==> src/rtl/mmio_intr_ctrl.sv <==
`default_nettype none
// ============================================================================
//  Module   : mmio_intr_ctrl
//  Purpose  : Memory-mapped interrupt controller. NUM_SRC maskable sources,
//             fixed priority (source 0 highest), per-source edge/level mode,
//             software-raised interrupts, single-level (non-nesting) service
//             with acknowledge from the CPU and end-of-interrupt by register
//             write.
//  Ports    : clk      - system clock, rising edge
//             resetn   - asynchronous active-low reset
//             src      - raw request lines (asynchronous to clk)
//             addr     - MEM-stage byte address
//             datain   - MEM-stage store data
//             we       - MEM-stage store strobe
//             dataout  - register read data, combinational from addr
//             intr     - interrupt request to the CPU
//             inta     - single-cycle acknowledge from the CPU
//             irq_id   - in-service source ID
//  Register map (addr[4:0]):
//             0x00 PEND  (W1C, edge bits only)   0x04 EN
//             0x08 MODE  (1 = edge)              0x0C VEC {in_service,0,id}
//             0x10 EOI   (write clears service)  0x14 SWINT (edge bits only)
//  Revision : 1.0 - initial release
// ============================================================================
module mmio_intr_ctrl #(
   parameter int          NUM_SRC = 8,
   parameter logic [15:0] BASE_HI = 16'hBF80
) (
   input  logic               clk,
   input  logic               resetn,
   input  logic [NUM_SRC-1:0] src,
   input  logic [31:0]        addr,
   input  logic [31:0]        datain,
   input  logic               we,
   output logic [31:0]        dataout,
   output logic               intr,
   input  logic               inta,
   output logic [4:0]         irq_id
);

   // Register selects, addr[4:2]
   localparam logic [2:0] c_sel_pend  = 3'd0;
   localparam logic [2:0] c_sel_en    = 3'd1;
   localparam logic [2:0] c_sel_mode  = 3'd2;
   localparam logic [2:0] c_sel_vec   = 3'd3;
   localparam logic [2:0] c_sel_eoi   = 3'd4;
   localparam logic [2:0] c_sel_swint = 3'd5;

   localparam logic [NUM_SRC-1:0] c_one = NUM_SRC'(1);

   logic [NUM_SRC-1:0] r_sync1;
   logic [NUM_SRC-1:0] r_sync2;
   logic [NUM_SRC-1:0] r_prev;
   logic [NUM_SRC-1:0] r_pend_edge;
   logic [NUM_SRC-1:0] r_en;
   logic [NUM_SRC-1:0] r_mode;
   logic               r_in_service;
   logic [4:0]         r_irq_id;

   logic               w_hit;
   logic [2:0]         w_sel;
   logic               w_wr_pend;
   logic               w_wr_en;
   logic               w_wr_mode;
   logic               w_wr_eoi;
   logic               w_wr_swint;
   logic [NUM_SRC-1:0] w_wdata;
   logic [NUM_SRC-1:0] w_pend;
   logic [NUM_SRC-1:0] w_req;
   logic [NUM_SRC-1:0] w_win_oh;
   logic [4:0]         w_win_id;
   logic               w_busy;
   logic               w_ack;
   logic [NUM_SRC-1:0] w_set;
   logic [NUM_SRC-1:0] w_clr;
   logic [31:0]        w_pend_rd;
   logic [31:0]        w_en_rd;
   logic [31:0]        w_mode_rd;
   logic               w_unused_bits;

   // ------------------------------------------------------------------
   // Address decode. addr[15:5] and addr[1:0] do not take part.
   // ------------------------------------------------------------------
   assign w_hit      = (addr[31:16] == BASE_HI);
   assign w_sel      = addr[4:2];
   assign w_wdata    = datain[NUM_SRC-1:0];
   assign w_wr_pend  = we & w_hit & (w_sel == c_sel_pend);
   assign w_wr_en    = we & w_hit & (w_sel == c_sel_en);
   assign w_wr_mode  = we & w_hit & (w_sel == c_sel_mode);
   assign w_wr_eoi   = we & w_hit & (w_sel == c_sel_eoi);
   assign w_wr_swint = we & w_hit & (w_sel == c_sel_swint);

   assign w_unused_bits = ^{addr[15:5], addr[1:0], datain[31:NUM_SRC]};

   // ------------------------------------------------------------------
   // Pending view: edge bits come from the stored register, level bits
   // track the synchronised line directly. Because the stored register is
   // forced to zero while a bit is in level mode, switching edge->level
   // discards the stored bit and the level shows up straight away.
   // ------------------------------------------------------------------
   assign w_pend = (r_pend_edge & r_mode) | (r_sync2 & ~r_mode);
   assign w_req  = w_pend & r_en;

   // Lowest set bit wins.
   assign w_win_oh = w_req & (~w_req + c_one);

   always_comb begin
      w_win_id = 5'd0;
      for (int i = NUM_SRC - 1; i >= 0; i--) begin
         if (w_req[i]) begin
            w_win_id = 5'(i);
         end
      end
   end

   // An EOI written in the same cycle as inta is applied first, so the
   // acknowledge sees the controller as idle.
   assign w_busy = r_in_service & ~w_wr_eoi;
   assign w_ack  = inta & (|w_req) & ~w_busy;

   assign intr   = (|w_req) & ~r_in_service;
   assign irq_id = r_irq_id;

   // Sets (hardware edge, SWINT) override clears (W1C, acknowledge).
   assign w_set = (r_sync2 & ~r_prev & r_mode)
                | ((w_wr_swint ? w_wdata : '0) & r_mode);
   assign w_clr = (w_wr_pend ? w_wdata : '0)
                | (w_ack ? w_win_oh : '0);

   // ------------------------------------------------------------------
   // Source synchroniser and edge-detect history
   // ------------------------------------------------------------------
   always_ff @(posedge clk or negedge resetn) begin
      if (!resetn) begin
         r_sync1 <= '0;
         r_sync2 <= '0;
         r_prev  <= '0;
      end else begin
         r_sync1 <= src;
         r_sync2 <= r_sync1;
         r_prev  <= r_sync2;
      end
   end

   // ------------------------------------------------------------------
   // Control registers and service state
   // ------------------------------------------------------------------
   always_ff @(posedge clk or negedge resetn) begin
      if (!resetn) begin
         r_pend_edge  <= '0;
         r_en         <= '0;
         r_mode       <= '0;
         r_in_service <= 1'b0;
         r_irq_id     <= 5'd0;
      end else begin
         r_pend_edge <= ((r_pend_edge & ~w_clr) | w_set) & r_mode;
         if (w_wr_en) begin
            r_en <= w_wdata;
         end
         if (w_wr_mode) begin
            r_mode <= w_wdata;
         end
         if (w_ack) begin
            r_in_service <= 1'b1;
            r_irq_id     <= w_win_id;
         end else if (w_wr_eoi) begin
            r_in_service <= 1'b0;
         end
      end
   end

   // ------------------------------------------------------------------
   // Read mux. Bits at NUM_SRC and above read as zero.
   // ------------------------------------------------------------------
   assign w_pend_rd = {{(32-NUM_SRC){1'b0}}, w_pend};
   assign w_en_rd   = {{(32-NUM_SRC){1'b0}}, r_en};
   assign w_mode_rd = {{(32-NUM_SRC){1'b0}}, r_mode};

   always_comb begin
      dataout = 32'd0;
      if (w_hit) begin
         case (w_sel)
            c_sel_pend: dataout = w_pend_rd;
            c_sel_en:   dataout = w_en_rd;
            c_sel_mode: dataout = w_mode_rd;
            c_sel_vec:  dataout = {r_in_service, 26'd0, r_irq_id};
            default:    dataout = 32'd0;
         endcase
      end
   end

endmodule
`default_nettype wire

==> config.mk <==
export PLATFORM = sky130hd
export DESIGN_NAME = mmio_intr_ctrl
export DESIGN_NICKNAME = d
export VERILOG_FILES = /design/src/rtl/mmio_intr_ctrl.sv
export SDC_FILE = /design/constraint.sdc
export NUM_CORES = 1
export LEC_CHECK = 0
export BUFFER_PORTS_ARGS = -buffer_cell sky130_fd_sc_hd__buf_2
export CAP_MARGIN = 20
export CORE_MARGIN = 2
export CORE_UTILIZATION = 35
export DETAILED_ROUTE_END_ITERATION = 10
export PLACE_DENSITY = 0.6
export SKIP_CTS_REPAIR_TIMING = 1
export SYNTH_ARGS = -nofsm -noshare
export SYNTH_HDL_FRONTEND = slang
export SYNTH_SLANG_ARGS = --single-unit
==> constraint.sdc <==
create_clock -name clk -period 2.3 [get_ports clk]
set_input_delay 0.23 -clock clk [delete_from_list [all_inputs] [get_ports clk]]
set_output_delay 0.23 -clock clk [all_outputs]
set_load 0.1 [all_outputs]
After elaboration in Yosys (flattened, before gate mapping)
Cells that the tools add are included.
{"block": "word_totals", "output_inout_bits": 38, "elab_cells": 63, "reg_bits": 54, "input_bits": 76}
{"block": "op_classes", "eq_ne": 6, "bitwise_logic": 30, "n_addsub": 1, "n_mux": 15, "n_reduce_logical": 3}
{"op": "32-bit one-hot mux with 4 select lines", "count": 1}
{"op": "8-bit bitwise AND", "count": 9}
{"op": "32-bit two-way mux", "count": 1}
{"op": "8-bit NOT", "count": 4}
{"op": "8-bit OR", "count": 4}
{"op": "5-bit two-way mux", "count": 5}
{"op": "8-bit two-way mux", "count": 3}
{"op": "16-bit == test, second input constant", "count": 1}
{"op": "1-bit bitwise AND", "count": 10}
{"op": "3-bit two-way mux", "count": 3}
{"op": "8-bit by 1-bit adder with 8-bit output, second input constant", "count": 1}
{"op": "8-bit OR reduction", "count": 1}
{"op": "3-bit by 2-bit == test with 1-bit output, second input constant", "count": 2}
{"op": "3-bit == test, second input constant", "count": 2}
{"op": "3-bit by 1-bit == test with 1-bit output, second input constant", "count": 1}
{"op": "3-bit zero test", "count": 1}
{"op": "1-bit NOT", "count": 3}
{"op": "1-bit two-way mux", "count": 2}
{"op": "2-bit nonzero test", "count": 1}

Depth between registers and ports, before layout
{"block": "logic_depth", "depth_word": 13, "depth_mapped": 6, "ltp_nobuf": 5}

Least setup slack after synthesis
Ideal clock, no wire load.
{"block": "synth_timing", "kind": "reg-to-output", "startpoint": "reg r_irq_id[0], in the netlist irq_id[0]", "endpoint": "out dataout[0]", "required_time_ns": 2.070, "slack_ns": -0.593, "arrival_time_ns": 2.663, "n_path_buf": 0, "stages_incl_launch_ff": 6, "cell_sequence": "dfrtp_1 > mux2_2 > a22oi_1 > nor2_1 > a21oi_1 > nor2_1"}
{"block": "synth_via", "elab_chain_len": 2}
{"element": "start, declared", "line": "58", "text": "logic [4:0] r_irq_id;"}
{"element": "start signal, assigned", "line": "165", "text": "r_irq_id <= w_win_id;"}
{"element": "32-bit one-hot mux with 4 select lines", "line": "182", "text": "case (w_sel)"}
{"element": "32-bit two-way mux", "line": "181", "text": "if (w_hit) begin"}
{"element": "end, declared", "line": "35", "text": "output logic [31:0] dataout,"}
Every way passes these cells.

Worst setup path after layout
{"block": "layout_timing", "startpoint": "reg r_mode[5]", "endpoint": "out intr"}
{"block": "layout_via", "elab_chain_len": 6, "word_cells_on_any_way": 7, "cone_classes": "bitwise: 6; reduce/logical: 1"}
{"element": "start, declared", "line": "56", "text": "logic [NUM_SRC-1:0] r_mode;"}
{"element": "start signal, assigned", "line": "161", "text": "r_mode <= w_wdata;"}
{"element": "8-bit NOT", "line": "101", "text": "assign w_pend = (r_pend_edge & r_mode) | (r_sync2 & ~r_mode);"}
{"element": "8-bit bitwise AND", "line": "101"}
{"element": "8-bit OR *", "line": "101"}
{"element": "8-bit bitwise AND *", "line": "102", "text": "assign w_req = w_pend & r_en;"}
{"element": "8-bit OR reduction *", "line": "121", "text": "assign intr = (|w_req) & ~r_in_service;"}
{"element": "1-bit bitwise AND *", "line": "121"}
{"element": "end, declared", "line": "36", "text": "output logic intr,"}
Every way passes the cells marked *; elsewhere a longest branch is shown, timed or not.

==> run metrics <==
clock tree buffer depth 2; Post-Route WL 6500 um; fmax about 450 MHz; crit start category register; leak pwr 0.00155 uW; CP max FO 5; largest family of logic cells by synthesized area simple AND/OR/NAND/NOR gates; DRC violation count after routing 0; vias per cell just over 5; RSZ-0062 raised after global routing false; setup violators final 0; hold slack 22.6 ps; largest net degree at the start of global routing between 50 and 60; slowest CP cell dfrtp_1; die area 8670 um2; fraction of layout cells with a size suffix above 1 36.0%; Yosys warning total 0; diode count 0; drt wl/cell 15.2 um; Avg Synthesized Cell Area 10.7 um2; Initial Utilization a little over a third; Async SR Flop Fraction 100%; first-pass GRT wire length 10400 um; FF-to-FF End r_pend_edge[5]; Synth Area in XOR/XNOR 0%; most common cell in the netlist dfrtp_1; gpl congestion 0.814; Layout fillers approximately 750; Post-synth top cells dfrtp_1, buf_4, mux2_2; top cell type's share of synthesized area approximately 47%; Final Cycle Share 96.5%; Yosys reg bits between 50 and 60; clk slew on worst S/H paths 90 ps; Die H ~93 um; status complete, no violations; hold path depth 1; Area growth syn-to-layout 23.9%; Synth area leaders dfrtp_1, mux2_2, buf_4; DP HPWL roughly 4700 um; clock skew 10.3 ps; CTS sink count 52; Post-synth EDFFs 0; min-delay src src[7]; hold crit path type primary input to register; Initial DRC Count roughly 160; FP Rows 32; critical path required time 2070 ps; adder-cell share of the synthesized area 0%; Compound-Gate Fraction of Synth Area 16.1%; Non-Filler Instances 427; CP endpoint kind output port; grt total ovfl 0; worst r2r src r_mode[1]; H-Tree Depth 2; sequential area share after synthesis 46.8%; worst rel slew slack 61.5%; mux share of post-synthesis cell area 10.7%; port buffer count 51; vias post-DR around 2200; Yosys cell types 51; initial antenna violation count 0; Root Driver clkbuf_8; post-layout minimum cycle time 2220 ps; antenna-violating nets left 0; cells on worst reg2reg path 6; worst hold endpoint r_sync1[7]; Worst Tran Pin Value 573 ps; final hold violations 0; Synth Instances 259; gr usage total 15.4%; vias in the first global route 2049; crit path DAT 1990 ps; Core Area 7730 um2; critical path class register to output port; leading area contributor after synthesis dfrtp_1; max-capacitance violation count 0; Chip Width about 93 um; Crit path largest cell delay 430 ps; fin nets 400; Top FF cell, synth dfrtp_1; setup TNS 0 ps; # IOs 114; Slew Viols, Final 0; CP cell instances mux2_2, a22oi_2, nand4_1, nor2b_2, clkbuf_4; TritonCTS Buffers 5; DRT Pass-1 Iters 4; worst vdd ir 0.000529 V; CTS tree yes; slack of the critical path 81.0 ps; simple-gate share of the synthesized area 16.4%; power density cells 542 nW/um2; synthesized area between 2000 and 3000 um2; worst slack, placed 112 ps; slack of the worst reg-to-reg path roughly 500 ps; clock latency reported for the late side of the worst-skew pair 300 ps; placed cells 418
[routing by layer]
layer | up-vias | part of all wire, % | track usage (%)
met5 | - | 0 | 0
met2 | 96 | 47 | 24.9
met1 | 1049 | 45 | 21.6
li1 | 1013 | - | -
met4 | 0 | 0.91 | 4.04
met3 | 6 | 7.1 | 2.26
[state kept, by name, indices dropped and copies added (netlist names)]
register / cells
r_prev: 8
r_sync1: 8
r_sync2: 8
r_en: 8
r_in_service: 1
r_mode: 8
r_pend_edge: 8
irq_id: 3
[worst max path at each step]
stage / cells after the start / start / slack, ps / to
6_report: 5 / r_mode[5] / 80 / intr
5_1_grt: 5 / r_mode[5] / 10 / intr
2_1_floorplan: 5 / irq_id[0] / -140 / dataout[0]
4_1_cts: 5 / r_mode[5] / 10 / intr
3_5_place_dp: 6 / addr[21] / 110 / dataout[2]
3_3_place_gp: 6 / addr[21] / 120 / dataout[2]
[final cells by class]
cell class	instances	area [um2]	area share [%]
clock buffer	8	90.1	2.62
inverter	14	52.6	1.53
multi-input combinational	186	1360	39.4
sequential	52	1300	37.8
tap	102	128	3.71
timing repair buffer	65	513	14.9
[where the power goes]
part	switching (uW)	internal [uW]	total, uW	leakage [uW]
Sequential	14.7	940	955	0.000654
Combinational	315	68.4	383	0.000849
Clock	282	246	528	0.0000455
Total	612	1250	1870	0.00155
[cells by family (layout without fill, tap and decap cells)]
kind of cell	after synthesis	after routing
simple gates	74	74
flops	52	52
buf+inv	45	87
compound gates	60	60
other cells	1	25
mux	27	27
[cells in the final DEF (no fill, tap or decap), drive strengths merged, types with 2 or more instances in the layout]
master / instances
nand2: 17
a41o: 2
a21oi: 17
o2bb2ai: 2
buf: 63
nand3: 8
o21ai: 6
mux2: 22
nor3: 3
nor2b: 8
dfrtp: 52
a22o: 8
nor3b: 3
a22oi: 7
inv: 14
mux2i: 5
nand2b: 3
nor2: 17
o22a: 2
a211oi: 2
nand4: 5
conb: 25
a21boi: 2
a2bb2oi: 2
clkbuf: 9
nor4: 2
o41ai: 3
[through the flow]
stage	instance area (um2)	total power [uW]	utilization, %
3_3_place_gp	3320	1350	42.9
2_1_floorplan	2910	1290	-
3_5_place_dp	3320	1350	42.9
6_report	3440	1870	44.5
5_1_grt	3440	1940	44.5
4_1_cts	3410	1890	44.1
[worst max-delay path, delay by kind of cell, from the launching register on]
kind	cells	cell delay, ps
flip-flops	1	430
multiplexers	1	400
AND/OR/NAND/NOR	2	340
buffers and inverters	1	270
AO/OA/AOI/OAI	1	240
(Power assumes the default switching activity.)
